`config.mk`:
```
export PLATFORM = sky130hd
export DESIGN_NAME = imem_port_arbiter
export DESIGN_NICKNAME = d
export VERILOG_FILES = /design/src/rtl/cpu_mem_pkg.sv /design/src/rtl/arb_starve_ctr.sv /design/src/rtl/imem_port_arbiter.sv
export SDC_FILE = /design/constraint.sdc
export NUM_CORES = 1
export LEC_CHECK = 0
export CAP_MARGIN = 25
export CORE_AREA = 5 5 121 123
export CTS_CLUSTER_SIZE = 12
export DETAILED_ROUTE_END_ITERATION = 12
export DIE_AREA = 0 0 126 128
export DONT_BUFFER_PORTS = 1
export PLACE_DENSITY = 0.3
export SLEW_MARGIN = 15
export SYNTH_ARGS = -nofsm -noshare
export SYNTH_HDL_FRONTEND = slang
export SYNTH_SLANG_ARGS = --single-unit
```
`constraint.sdc`:
```
create_clock -name clk_i -period 6 [get_ports clk_i]
set_clock_uncertainty 0.05 [all_clocks]
set_input_delay 0.9 -clock clk_i [delete_from_list [all_inputs] [get_ports clk_i]]
set_output_delay 0.9 -clock clk_i [all_outputs]
set_load 0.1 [all_outputs]
```
`src/rtl/cpu_mem_pkg.sv`:
```
// Shared definitions for the CPU memory path: word width, default RAM address
// width and the read-owner tag used by the block RAM port arbiter.
package cpu_mem_pkg;

   localparam int unsigned WORD_W     = 32;
   localparam int unsigned ADDR_W_DEF = 14;

   typedef enum logic [1:0] {
      OWN_NONE = 2'd0,
      OWN_DM   = 2'd1,
      OWN_IF   = 2'd2
   } owner_e;

endpackage

```
`src/rtl/arb_starve_ctr.sv`:
```
// Saturating count of consecutive denied fetch cycles; force_o raises the
// fetch to top priority once the limit is reached.
module arb_starve_ctr #(
   parameter int unsigned STARVE_LIMIT = 4
) (
   input  logic clk_i,
   input  logic reset,
   input  logic if_req_i,
   input  logic if_gnt_i,
   output logic force_o
);

   localparam int unsigned CNT_W = $clog2(STARVE_LIMIT + 1);
   localparam logic [CNT_W-1:0] LIMIT = CNT_W'(STARVE_LIMIT);

   logic [CNT_W-1:0] cnt;

   always_ff @(posedge clk_i) begin
      if (reset || !if_req_i || if_gnt_i) begin
         cnt <= '0;
      end else if (cnt != LIMIT) begin
         cnt <= cnt + CNT_W'(1);
      end
   end

   assign force_o = (cnt == LIMIT);

endmodule

```
`src/rtl/imem_port_arbiter.sv`:
```
// Single-port block RAM arbiter for loader, load/store unit and fetch, with
// fetch starvation protection and 1-cycle read return to the owning requester.
module imem_port_arbiter
   import cpu_mem_pkg::*;
#(
   parameter int unsigned ADDR_W       = ADDR_W_DEF,
   parameter int unsigned STARVE_LIMIT = 4
) (
   input  logic              clk_i,
   input  logic              reset,
   input  logic              ld_req_i,
   input  logic [31:0]       ld_addr_i,
   input  logic [31:0]       ld_wdata_i,
   output logic              ld_gnt_o,
   input  logic              dm_req_i,
   input  logic              dm_we_i,
   input  logic [31:0]       dm_addr_i,
   input  logic [31:0]       dm_wdata_i,
   output logic              dm_gnt_o,
   output logic              dm_rvalid_o,
   output logic [31:0]       dm_rdata_o,
   input  logic              if_req_i,
   input  logic [31:0]       if_addr_i,
   output logic              if_gnt_o,
   output logic              if_rvalid_o,
   output logic [31:0]       if_rdata_o,
   output logic              if_stall_o,
   output logic              addr_err_o,
   output logic [ADDR_W-1:0] ram_addr_o,
   output logic              ram_we_o,
   output logic [31:0]       ram_wdata_o,
   input  logic [31:0]       ram_rdata_i
);

   logic              starve_force;
   logic              gnt_ld, gnt_dm, gnt_if;
   logic              any_gnt, wr_gnt, rd_gnt, addr_ok;
   logic [WORD_W-1:0] sel_addr, sel_wdata;
   owner_e            owner_q;
   logic              rd_err_q, addr_err_q;

   arb_starve_ctr #(
      .STARVE_LIMIT(STARVE_LIMIT)
   ) u_starve (
      .clk_i   (clk_i),
      .reset   (reset),
      .if_req_i(if_req_i),
      .if_gnt_i(gnt_if),
      .force_o (starve_force)
   );

   always_comb begin
      gnt_ld = 1'b0;
      gnt_dm = 1'b0;
      gnt_if = 1'b0;
      if (!reset) begin
         if (if_req_i && starve_force) gnt_if = 1'b1;
         else if (ld_req_i)            gnt_ld = 1'b1;
         else if (dm_req_i)            gnt_dm = 1'b1;
         else if (if_req_i)            gnt_if = 1'b1;
      end
   end

   always_comb begin
      sel_addr  = '0;
      sel_wdata = '0;
      if (gnt_ld) begin
         sel_addr  = ld_addr_i;
         sel_wdata = ld_wdata_i;
      end else if (gnt_dm) begin
         sel_addr  = dm_addr_i;
         sel_wdata = dm_wdata_i;
      end else if (gnt_if) begin
         sel_addr  = if_addr_i;
      end
   end

   assign any_gnt = gnt_ld | gnt_dm | gnt_if;
   assign wr_gnt  = gnt_ld | (gnt_dm & dm_we_i);
   assign rd_gnt  = (gnt_dm & ~dm_we_i) | gnt_if;
   assign addr_ok = (sel_addr[1:0] == 2'b00) && (sel_addr[31:ADDR_W+2] == '0);

   assign ram_addr_o  = sel_addr[ADDR_W+1:2];
   assign ram_we_o    = wr_gnt & addr_ok;
   assign ram_wdata_o = sel_wdata;

   assign ld_gnt_o   = gnt_ld;
   assign dm_gnt_o   = gnt_dm;
   assign if_gnt_o   = gnt_if;
   assign if_stall_o = if_req_i & ~gnt_if;

   always_ff @(posedge clk_i) begin
      if (reset) begin
         owner_q    <= OWN_NONE;
         rd_err_q   <= 1'b0;
         addr_err_q <= 1'b0;
      end else begin
         if (gnt_dm && !dm_we_i) owner_q <= OWN_DM;
         else if (gnt_if)        owner_q <= OWN_IF;
         else                    owner_q <= OWN_NONE;
         rd_err_q   <= rd_gnt & ~addr_ok;
         addr_err_q <= any_gnt & ~addr_ok;
      end
   end

   // Gating with reset hides a read tag captured on the edge just before reset.
   assign dm_rvalid_o = ~reset && (owner_q == OWN_DM);
   assign if_rvalid_o = ~reset && (owner_q == OWN_IF);
   assign dm_rdata_o  = (dm_rvalid_o && !rd_err_q) ? ram_rdata_i : '0;
   assign if_rdata_o  = (if_rvalid_o && !rd_err_q) ? ram_rdata_i : '0;
   assign addr_err_o  = addr_err_q & ~reset;

endmodule

```
==> run metrics, run 1 <==
Non-Filler Instances=369; clock sink total=7; RSZ-0062 raised after global routing=no; sequential area share after synthesis=about 10%; Total Power=414 µW; gpl congestion=0.810; R2R setup slack=3.68 ns; Die Y=~130 µm; worst r2r path cells=6; Slew Limit Headroom=29.4%; Worst-Margin Slew=1.05 ns; hold_buf cts=0; Top delay family on crit path=simple AND/OR/NAND/NOR gates; critical path's slowest cell=and2_2; vias=1,756; Antenna Cells=0; Slew Limit Fails=0; DR DRC count=0; fmax=0.261 GHz; status=completed; # setup viols final=0; Buf/Inv on CP=1; maximum vdd drop=0.0000626 V; Synth-to-Final Area Change=27.1%; initial drt markers=112; CTS Buf Count=3; vias in the first global route=1,566; Nets=390; critical path fanouts, max=49; Critical Path Stages=4; Final Hold Vio Count=0; CTS tree=built; Distinct cells, synth=26; mean post-synth cell area=just over 7 µm²; Layout Utilization=13.3%; Initial Utilization=10.5%; CP endpoint=ram_addr_o[4]; Worst Setup SP=if_req_i; # H-tree levels=1; leakage=0.701 nW; core area=13,600 µm²; Pre-antenna DRT Iters=5; FF+latch count, synth=7; Std-Cell Rows=43; Worst Hold Class=reg -> reg; Post-CTS Setup Inserts=0; clk root buf=clkbuf_16; share of cells above drive strength 1=11.1%; RR Endpoint=rd_err_q; hold path cells=1; first-pass GRT wire length=10.0 mm; Skew-Pair Late Insertion Delay=0.23 ns; HPWL Detailed=around 7.6 mm; cell count after synthesis=195; post-route ant nets=0; clk buf depth=2; buffers added on ports=0; DR vias/cell=4.76; syn_nets=around 400; critical path capture point type=output port; GRT Overall Usage=under 10%; DIE AREA=around 16,000 µm²; initial antenna violation count=0; kind of critical path=in -> out; IO Pins=around 320; Period minus WS final=3.84 ns; Max Cap Viol=0; Post-CTS Resized=0; TNS Setup=0 ns; power density cells=229 nW/µm²; CP Cell Sequence=a31oi_1 > and2_2 > a222oi_1 > inv_1; Filler Cell Count=~1,500; largest net degree at the start of global routing=51; WP data arrival=2.89 ns; global route overflow=0; worst r2r src=u_starve.cnt[0]; mapped cell area=about 1400 µm²; Die Span X=roughly 130 µm; DRT Wirelength=8.30 mm; Req. time, crit path=5.05 ns; critical path startpoint category=primary input; Ys Warns=0; Routed wire per std cell=roughly 22 µm; Final period util=64.0%; Crit path largest cell delay=0.75 ns; clk slew on worst S/H paths=about 0.040 ns; Placed Cells=365
[cells in the final DEF (no fill, tap or decap), types with 2 or more instances in the layout]
master,synthesis,layout
dfxtp_1,7,7
and2_1,65,64
nor2_1,3,3
clkbuf_16,0,3
nor4_1,10,9
o41a_1,3,3
nor3b_2,1,2
a222oi_1,14,14
nor2b_1,5,3
nor2b_2,0,2
buf_16,0,3
ha_1,2,2
inv_1,17,17
nand3_1,2,2
buf_4,0,6
a22o_1,32,32
or4_1,3,3
[cell families (layout without fill, tap and decap cells)]
logic type                 after synthesis  count (layout)  share of synthesized area [%]
xor gates and xnor gates                 1               1                          0.617
and+or+nand+nor                         96              96                           43.7
adders and majority gates                2               2                           1.76
AOI/OAI and AO/OA                       53              53                           34.1
buffers and inverters                   36              30                           9.96
DFF                                      7               7                           9.88
[metrics by stage]
step | setup slack [ns] | instance area [µm²] | hold slack [ns]
global placement | 2.26 | 1720 | 0.383
floorplan | 0.325 | 1420 | 0.367
finish | 2.16 | 1800 | 0.391
CTS | 2.18 | 1800 | 0.394
global route | 2.04 | 1800 | 0.426
detailed placement | 2.18 | 1720 | 0.387
[flip-flops by register name, indices dropped and copies added (netlist names)]
signal	count
u_starve.cnt	3
rd_err_q	1
addr_err_q	1
owner_q	2
[worst min-delay path by stage]
stage / startpoint / endpoint / slack (ns)
floorplan: u_starve.cnt[0] / u_starve.cnt[0] / 0.37
global placement: u_starve.cnt[0] / u_starve.cnt[0] / 0.38
detailed placement: u_starve.cnt[0] / u_starve.cnt[0] / 0.39
CTS: u_starve.cnt[0] / u_starve.cnt[0] / 0.39
global route: u_starve.cnt[0] / u_starve.cnt[0] / 0.43
finish: u_starve.cnt[0] / u_starve.cnt[0] / 0.39
[cell type report]
class	count	area (µm²)	share of cell area [%]
timing repair buffer	9	128	7.08
tap	180	225	12.5
multi-input combinational	152	1170	64.7
sequential	7	140	7.77
inverter	17	63.8	3.54
clock buffer	4	78.8	4.37
[where the power goes]
| part | leakage (nW) | total (mW) | internal [mW] | switching [mW] |
|---|---|---|---|---|
| clock | 0.0382 | 0.111 | 0.0882 | 0.0229 |
| sequential | 0.0572 | 0.0496 | 0.0486 | 0.000987 |
| combinational | 0.605 | 0.253 | 0.0292 | 0.224 |
| total | 0.701 | 0.414 | 0.166 | 0.248 |
[cell usage after synthesis, drive strengths merged]
| library cell | n | area (µm²) |
|---|---|---|
| clkbuf | 13 | 48.8 |
| xnor2 | 1 | 8.76 |
| and2 | 65 | 407 |
| nor4 | 10 | 62.6 |
| ha | 2 | 25.0 |
| nor2b | 5 | 31.3 |
| a2bb2oi | 1 | 8.76 |
| inv | 17 | 63.8 |
| buf | 6 | 28.8 |
| a22o | 32 | 280 |
| o32a | 1 | 10.0 |
| a21oi | 1 | 5.00 |
| nor3b | 4 | 35.0 |
| nand3 | 3 | 27.5 |
| nand3b | 1 | 7.51 |
| a222oi | 14 | 140 |
| or3 | 1 | 6.26 |
| dfxtp | 7 | 140 |
| or4 | 3 | 22.5 |
| o41a | 3 | 33.8 |
| and3b | 1 | 8.76 |
| nor2 | 3 | 11.3 |
| a31oi | 1 | 6.26 |
[routing by layer]
layer | GRT usage [%] | wire [µm] | share of wire [%]
met5 | 0 | 0 | 0
met4 | 1.32 | 47 | 0.57
met3 | 1.92 | 1060 | 13
met2 | 16.7 | 4600 | 55
met1 | 8.96 | 2600 | 31
Note: power is estimated with default switching activity, not from simulation.
==> run 2: changes to the inputs <==
ABC_AREA = 1   (was unset)
CORE_AREA = 5 5 120 122   (was 5 5 121 123)
DIE_AREA = 0 0 125 127   (was 0 0 126 128)
clock period = 3.8 ns   (was 6 ns; I/O delays follow)
==> run 2 against run 1 <==
Final area grew 83%; sequential share of layout area shrank 3.5 points; worst hold slack lost 0.028 ns; total power grew 84%; count of clock-buffer cells in the layout is the same; global-route usage grew 1.8 points; clock power grew 58%; combinational power grew 100%; register-to-register slack lost 2.1 ns; non-clock buffer count grew 111; largest cell class unchanged; largest power group unchanged.
==> run metrics, run 2 <==
GRT Overall Usage=10.1% (+1.8 points); critical path capture point type=output port; clock sink total=7 (unchanged); mux cell area share after synthesis=0% (unchanged); proportion of netlist area held by the largest area contributor=25.7% (-3.0 points); FF+latch count, synth=7 (unchanged); Die Span X=125 µm (-0.79%); IO Pins=316 (unchanged); gpl congestion=0.855 (+5.6%); Post-synth EDFFs=0 (unchanged); vias=2,437 (+39%); clk root buf=clkbuf_16; Slew Limit Headroom=37.2% (+7.8 points); Int Pwr=323 µW (+95%); buffers added on ports=0 (unchanged); Pre-antenna DRT Iters=4 (-1); first-pass GRT wire length=13.2 mm (+32%); initial antenna violation count=0 (unchanged); Reg area=140 µm² (unchanged); Seq pwr share=10.4% (-1.6 points); Routed wire per std cell=15.6 µm (-31%); DRT Wirelength=9.29 mm (+12%); Final period util=79.5%; commonest cells after routing, fill and taps aside=86 x buf_4, 69 x nand2_1, 67 x nor2_2; share of cells above drive strength 1=47.5% (+36 points); max FFs per register=3 (unchanged); fmax=0.331 GHz; Post-CTS Setup Inserts=0 (unchanged); Req. time, crit path=3.18 ns (-1.87 ns); Commonest cells post-synth=108 x nor2_1, 71 x nand2_1, 44 x inv_1, 32 x a22o_1, 17 x nand3_1; Antenna Cells=0 (unchanged); count leader, synth=nor2_1; Buf/Inv on CP=4 (+3); Post-CTS Resized=0 (unchanged); mapped cell area=1580 µm² (+11%); Initial Utilization=12.1% (+1.6 points); core area=13,100 µm² (-3.5%); RSZ-0062 raised after global routing=no; Filler Cell Count=1,440 (-7.0%); simple-gate share of the synthesized area=51.5% (+7.9 points); ranking of synthesized cells by area=nor2_1 26%, a22o_1 18%, nand2_1 17%; hold_buf cts=0 (unchanged); clk slew on worst S/H paths=0.03 ns (about the same); Total Power=761 µW (+84%); Slew Limit Fails=0 (unchanged); Post-Synth XOR/XNOR Area=0.555% (-0.063 points); Die Y=127 µm (-0.78%); sequential area share after synthesis=8.87% (-1.0 points); cell count after synthesis=314 (+61%); Period minus WS final=3.02 ns; Top reg by flops=u_starve.cnt; # H-tree levels=1 (unchanged); Skew-Pair Late Insertion Delay=0.23 ns (about the same); largest net degree at the start of global routing=41 (-20%); Switch Pwr=438 µW (+77%); Crit path largest cell delay=0.51 ns (-0.24 ns); Placed Cells=593 (+62%); Synth-to-Final Area Change=109%; WP data arrival=2.40 ns (-0.49 ns); clk buf depth=2 (unchanged); leakage=1.57 nW (+120%); global route overflow=0 (unchanged); Worst-Margin Slew=0.938 ns (-0.116 ns); R2R setup slack=1.57 ns (-2.11 ns); most common cell after layout, fill and taps aside=buf_4; DR vias/cell=4.08 (-14%); Largest regs=u_starve.cnt x3, owner_q x2; Post-Synth Adder-Cell Area=1.58% (-0.18 points); Non-Filler Instances=597 (+62%); share of synthesized registers carrying an async set or reset=0% (unchanged); design area=3300 µm² (+83%); # setup viols final=0 (unchanged); DP Worst Slack=0.995 ns (-1.18 ns); initial drt markers=48 (-57%); main combinational cell family by area after synthesis=simple AND/OR/NAND/NOR gates; combinational fraction of design power=66.6% (+5.4 points); CP Cell Sequence=inv_1 > ha_1 > nand3_2 > nand3_2 > inv_2 > buf_4 > nand2_1 > nand3_1 > buf_4; Top delay family on crit path=buffers and inverters; kind of critical path=reg -> out; Nets=622 (+59%); power density cells=230 nW/µm² (+0.46%); post-route ant nets=0 (unchanged); area occupied by multi-input gates=1360 µm² (+16%); Switching Fraction=57.6% (-2.3 points); vias in the first global route=2,344 (+50%); Distinct cells, synth=23 (-12%); DR DRC count=0 (unchanged); critical path's slowest cell=inv_2; Compound-Gate Fraction of Synth Area=19.8% (-14 points); Worst Hold Class=in -> reg; TNS Setup=0 ns (unchanged); mean post-synth cell area=5.03 µm² (-31%); slack of the critical path=0.779 ns (-1.38 ns); placed cell area=3220 µm² (+87%); Ys Warns=0 (unchanged); HPWL Detailed=8.33 mm (+9.3%); syn_nets=514 (+30%); clock power share=23.0% (-3.9 points); area leader, netlist=nor2_1; Primary FF master, synth=dfxtp_1; Std-Cell Rows=42 (-2.3%); status=completed; critical path startpoint category=flop; DIE AREA=15,900 µm² (-1.6%); Final Hold Vio Count=0 (unchanged); critical path fanouts, max=37 (-24%); Max Cap Viol=0 (unchanged); maximum vdd drop=0.000103 V (+65%); CTS Buf Count=3 (unchanged); CTS tree=built
-- run 2: cell types whose count changed after synthesis, moves of 3 or more --
cell / delta
a222oi_1: -14
and2_1: -65
buf_2: +8
buf_6: +3
clkbuf_1: -13
inv_1: +27
nand2_1: +71
nand3_1: +15
nor2_1: +105
nor2b_1: -5
nor4_1: -10
o41a_1: -3
or4_1: -3
-- run 2: through the flow --
| step | utilization [%] | hold WS [ns] |
|---|---|---|
| after floorplan | - | 0.367 |
| final | 25.2 | 0.363 |
| after global placement | 24.4 | 0.382 |
| after detailed placement | 24.6 | 0.393 |
| after CTS | 25.2 | 0.357 |
| after global routing | 25.2 | 0.357 |
-- run 2: cell type report --
cell class / count / area share, %
well taps: 176 / 6.67
repair buffers: 120 / 40.4
inverters: 46 / 5.23
clock buffers: 4 / 2.39
multi-input cells: 244 / 41.1
flip-flops and latches: 7 / 4.24
-- run 2: layer usage --
metal / up-vias / track usage (%) / wire length, µm
li1: 1188 / - / -
met1: 1067 / 11.5 / 3350
met2: 180 / 18.9 / 4850
met3: 2 / 3.38 / 1060
met4: 0 / 1.34 / 29
met5: - / 0 / 0
-- run 2: final timing paths --
check                                  endpoint            start  cells after the start
worst min-delay path                 owner_q[0]          dm_we_i                      1
worst max-delay path              ram_addr_o[7]  u_starve.cnt[0]                      9
worst min register to register  u_starve.cnt[0]  u_starve.cnt[0]                      1
worst max register to register         rd_err_q  u_starve.cnt[0]                     10
-- run 2: cell families (layout without fill, tap and decap cells) --
kind of cell	after synthesis	in the layout
xor gates and xnor gates	1	1
and+or+nand+nor	203	203
AOI/OAI and AO/OA	38	38
buffers and inverters	63	170
DFF	7	7
adders and majority gates	2	2
-- run 2: power groups by stage --
stage | clock network (mW) | registers [mW] | logic [mW]
final | 0.175 | 0.0790 | 0.507
after global routing | 0.183 | 0.0794 | 0.528
after CTS | 0.179 | 0.0790 | 0.511
after detailed placement | 0 | 0.0800 | 0.510
after global placement | 0 | 0.0799 | 0.503
after floorplan | 0 | 0.0796 | 0.401
